`config.mk`:
```
export PLATFORM = sky130hd
export DESIGN_NAME = store_buffer
export DESIGN_NICKNAME = d
export VERILOG_FILES = /design/src/rtl/store_buffer.sv
export SDC_FILE = /design/constraint.sdc
export NUM_CORES = 1
export LEC_CHECK = 0
export ABC_AREA = 1
export ABC_CLOCK_PERIOD_IN_PS = 8800
export BUFFER_PORTS_ARGS = -buffer_cell sky130_fd_sc_hd__clkbuf_2
export CELL_PAD_IN_SITES_DETAIL_PLACEMENT = 1
export CELL_PAD_IN_SITES_GLOBAL_PLACEMENT = 1
export CORE_MARGIN = 5
export CORE_UTILIZATION = 28
export DETAILED_ROUTE_END_ITERATION = 10
export GPL_TIMING_DRIVEN = 1
export PLACE_DENSITY_LB_ADDON = 0.1
export SYNTH_ARGS = -nofsm -noshare
export SYNTH_HDL_FRONTEND = slang
export SYNTH_SLANG_ARGS = --single-unit
```
`constraint.sdc`:
```
create_clock -name clk -period 8.8 [get_ports clk]
set_input_delay 0.44 -clock clk [delete_from_list [all_inputs] [get_ports clk]]
set_output_delay 0.44 -clock clk [all_outputs]
set_load 0.03 [all_outputs]
```
`src/rtl/store_buffer.sv`:
```
// Store buffer: circular FIFO of pending doubleword stores drained to backing
// memory in order, with same-cycle youngest-match forwarding for loads.
module store_buffer #(
    parameter int DEPTH = 4
) (
    input  logic        clk,
    input  logic        rst,
    input  logic [63:0] cpu_addr,
    input  logic        cpu_wr_en,
    input  logic [63:0] cpu_wdata,
    input  logic        cpu_rd_en,
    output logic [63:0] cpu_rdata,
    output logic        cpu_stall,
    output logic [63:0] mem_rd_addr,
    input  logic [63:0] mem_rd_data,
    output logic        mem_req_valid,
    output logic [63:0] mem_req_addr,
    output logic [63:0] mem_req_wdata,
    input  logic        mem_req_ready,
    output logic        empty
);
    localparam int PW = $clog2(DEPTH);
    localparam int CW = PW + 1;

    logic [63:0]   addr_q [DEPTH];
    logic [63:0]   data_q [DEPTH];
    logic [PW-1:0] wr_ptr;
    logic [PW-1:0] rd_ptr;
    logic [CW-1:0] count;

    logic full;
    logic push;
    logic pop;

    assign full          = (count == CW'(DEPTH));
    assign empty         = (count == '0);
    assign push          = cpu_wr_en && !full;
    assign pop           = !empty && mem_req_ready;
    assign cpu_stall     = cpu_wr_en && full;
    assign mem_req_valid = !empty;
    assign mem_req_addr  = addr_q[rd_ptr];
    assign mem_req_wdata = data_q[rd_ptr];
    assign mem_rd_addr   = cpu_addr;

    always_ff @(posedge clk) begin
        if (rst) begin
            wr_ptr <= '0;
            rd_ptr <= '0;
            count  <= '0;
        end else begin
            if (push) wr_ptr <= wr_ptr + 1'b1;
            if (pop)  rd_ptr <= rd_ptr + 1'b1;
            case ({push, pop})
                2'b10:   count <= count + 1'b1;
                2'b01:   count <= count - 1'b1;
                default: count <= count;
            endcase
        end
    end

    // Payload is not reset; validity comes solely from count.
    always_ff @(posedge clk) begin
        if (!rst && push) begin
            addr_q[wr_ptr] <= cpu_addr;
            data_q[wr_ptr] <= cpu_wdata;
        end
    end

    // Walk entries oldest to youngest so the last match (youngest) wins,
    // independent of where the pointers sit physically.
    logic [PW-1:0] idx;
    always_comb begin
        cpu_rdata = mem_rd_data;
        idx       = '0;
        if (cpu_rd_en) begin
            for (int i = 0; i < DEPTH; i++) begin
                idx = rd_ptr + PW'(i);
                if ((CW'(i) < count) && (addr_q[idx][63:3] == cpu_addr[63:3]))
                    cpu_rdata = data_q[idx];
            end
        end
    end
endmodule

```
==> flow_summary.ini <==
[sta]
whs_ps = 96.6
fmax_mhz = 148
finalCritPeriodShare_pct = 76.8
worst_slew_pin_slew_ps = 1160
maxSlewViolCount = 0
grt_setup_unrepaired = false
fin_skew_ps = 14.0
period_needed_ps = 6760
hold_viol = 0
fin_tns_setup_ps = 0
relSlewSlack_pct = 22.4
finalSetupViolCount = 0

[clock_network]
clk_pin_slew_ps = 60
clk_latency_ps = 650
cts_sinks = 521
post-cts-setup-buffers = 0
cts-buffers-inserted = 71
cts_root_buf = clkbuf_16
cts_max_path_buffers = 3
h-tree-depth = 3
tritoncts = yes

[final_layout]
multiInputGateArea_um2 = 18600
areaGrowthSynthToFinish_pct = 17.1
nFillCells = 16900
register_area_um2 = 15600
final_layout_size_suffix_gt1_share_pct = 11.5
fin_nets = 5864

[global_route]
grt_pass1_wl_um = 269000
antenna_found_initial = 9
overflow = 0
grt_pass1_vias = 38700
grt_usage_pct = 25.4
grt_max_degree = 149

[setup_path]
path_class = reg2out
start_kind = flip-flop
r2r_slack_ps = 5420
cp.arrival_ps = 6320
r2r_start = count[0]$_SDFFE_PP0P_
ff2ff_path_depth = 7
cp_max_fo = 55
timing.rr.end = data_q[3][18]$_DFFE_PP_
crit_required_ps = 8360
worstSetupEndpointType = primary output

[synth]
synthesis.area_um2 = 37900
post_synth.cell_area_avg_um2 = 7.07
yosysUniqueCellTypes = 32
yosysMostFrequentCell = nand2_1
synth-async-reset-ratio_pct = 0
ys_seq_area_share_pct = 41.0
ys_warn_count = 0
ys_seq_elements = 521
yosysTopAreaCell = edfxtp_1
synth_fp_nets = 5568
synth_top_area_share_pct = 40.5
synthCells = 5362
synth_ff_type = edfxtp_1
synth_area_leaders = edfxtp_1 41%, nand2_1 22%, inv_1 5.1%, mux2i_1 5.1%, nand3_1 5.0%
synth_edf_count = 512
synth_common_cells = 2191 x nand2_1, 519 x inv_1, 512 x edfxtp_1

[route]
drtAntennaViolNets = 0
wl_per_cell_um = 25.0
drtPass1Iterations = 5
drc = 0
routed_wirelength_um = 188000
via_per_inst = 5.10
dr_total_vias = 38200
drtIter0Drc = 2331

[floorplan]
dieArea_um2 = 143000
start_util_pct = 28.1
rows = 135
ioPinCount = 456
dieWidth_um = 378
die_h_um = 378
core_area_um2 = 135000

[min_path]
min-delay-start = cpu_wdata[29]
hold_depth = 1
hold_class = in2reg
hold_end = data_q[0][29]$_DFFE_PP_

[power_and_ir_drop]
p_leak_nw = 20.9
vdd_drop_max_mv = 0.171
power_density_nw_per_um2 = 288

[job]
cap_violations = 0

[status]
outcome = complete, no violations

[placement]
place_hpwl_um = 125000
gp_congestion = 0.862
io_buffers = 455
-- sequential cells by signal, summed over array words and instances, names as in the netlist, named ones only --
register,flops
count,3
rd_ptr,2
addr_q,256
wr_ptr,2
data_q,256
-- power breakdown --
part	switching [mW]	internal, mW	total, mW	leakage, nW
Sequential	0.163	2.86	3.03	4.73
Clock	1.17	1.73	2.90	1.11
Combinational	5.04	1.81	6.84	15.0
-- worst max-delay path, stage by stage, from the launching register on --
cell	delay, ps
dfxtp_4	850
inv_4	440
nand2_4	470
nand2_4	290
buf_4	330
nand2_1	130
nand2_1	60
nand2_1	50
nand2_1	210
nor2_1	160
nand2_1	70
nor2_1	240
nand2_1	160
nor2_4	140
buf_4	440
buf_4	620
nand3b_1	150
nand2_1	120
inv_1	90
nand2_1	70
nand2_1	50
nand2_1	110
nand2_1	60
clkbuf_2	180
-- worst max path at each step --
stage | endpoint | depth (start not counted) | start | slack (ps)
6_report | cpu_rdata[25] | 23 | rd_ptr[0]$_SDFFE_PP0P_ | 2040
5_1_grt | cpu_rdata[6] | 21 | flip-flop | 1780
4_1_cts | cpu_rdata[8] | 23 | rd_ptr[0]$_SDFFE_PP0P_ | 1990
3_5_place_dp | cpu_rdata[8] | 23 | rd_ptr[0]$_SDFFE_PP0P_ | 2710
3_3_place_gp | cpu_rdata[8] | 23 | rd_ptr[0]$_SDFFE_PP0P_ | 2750
2_1_floorplan | addr_q[0][0]$_DFFE_PP_ | 5 | count[0]$_SDFFE_PP0P_ | 1970
-- layout make-up --
class / instances / share of cell area (%)
timing repair buffer: 593 / 8.29
antenna: 6 / 0.0338
multi-input combinational: 3946 / 42.0
inverter: 525 / 4.48
clock buffer: 90 / 4.28
tap: 1781 / 5.02
clock inverter: 36 / 0.823
sequential: 521 / 35.1
-- per-stage QoR --
stage / power (mW) / std cells / util, % / instance area [µm²] / setup WS [ps]
CTS: 12.9 / 7492 / 32.9 / 44400 / 1990
global route: 13.5 / 7495 / 32.9 / 44400 / 1780
detailed placement: 9.91 / 7299 / 30.7 / 41400 / 2710
floorplan: 7.27 / 5362 / - / 37900 / 1970
global placement: 9.87 / 7299 / 30.7 / 41400 / 2750
finish: 12.8 / 7498 / 32.9 / 44400 / 2040
-- layout by cell type (no fill, tap or decap), types with 17 or more instances in the layout --
cell type,synthesis,final
a21oi_1,51,51
a22oi_1,128,128
buf_4,83,55
clkbuf_16,0,73
clkbuf_2,0,455
dlygate4sd3_1,0,67
edfxtp_1,512,512
inv_1,519,518
mux2i_1,192,192
nand2_1,2191,2185
nand3_1,382,382
nand3b_1,63,63
nand4_1,17,17
nor2_1,319,313
o211ai_1,66,66
o21ai_0,340,340
o21ai_1,75,75
o22ai_1,71,71
xor2_1,23,23
-- logic make-up after synthesis --
kind of cell    share of synthesized area, %
compound gates                          11.3
xor+xnor                               0.531
fa+ha+maj                              0.297
buf+inv                                 10.1
flops                                   41.0
mux                                     5.07
simple gates                            31.6
-- layer usage --
layer	vias up	global-route usage, %	part of all wire (%)
met2	921	44.8	49
met3	247	2.87	4.1
met5	-	0	0.012
met4	4	7.90	3.0
li1	18200	-	-
met1	18900	32.7	44
-- timing repair --
item,4_1_cts,5_1_grt
hold endpoints to repair,256,0
hold buffers,67,0
resized for setup,0,0
(Power assumes the default switching activity.)
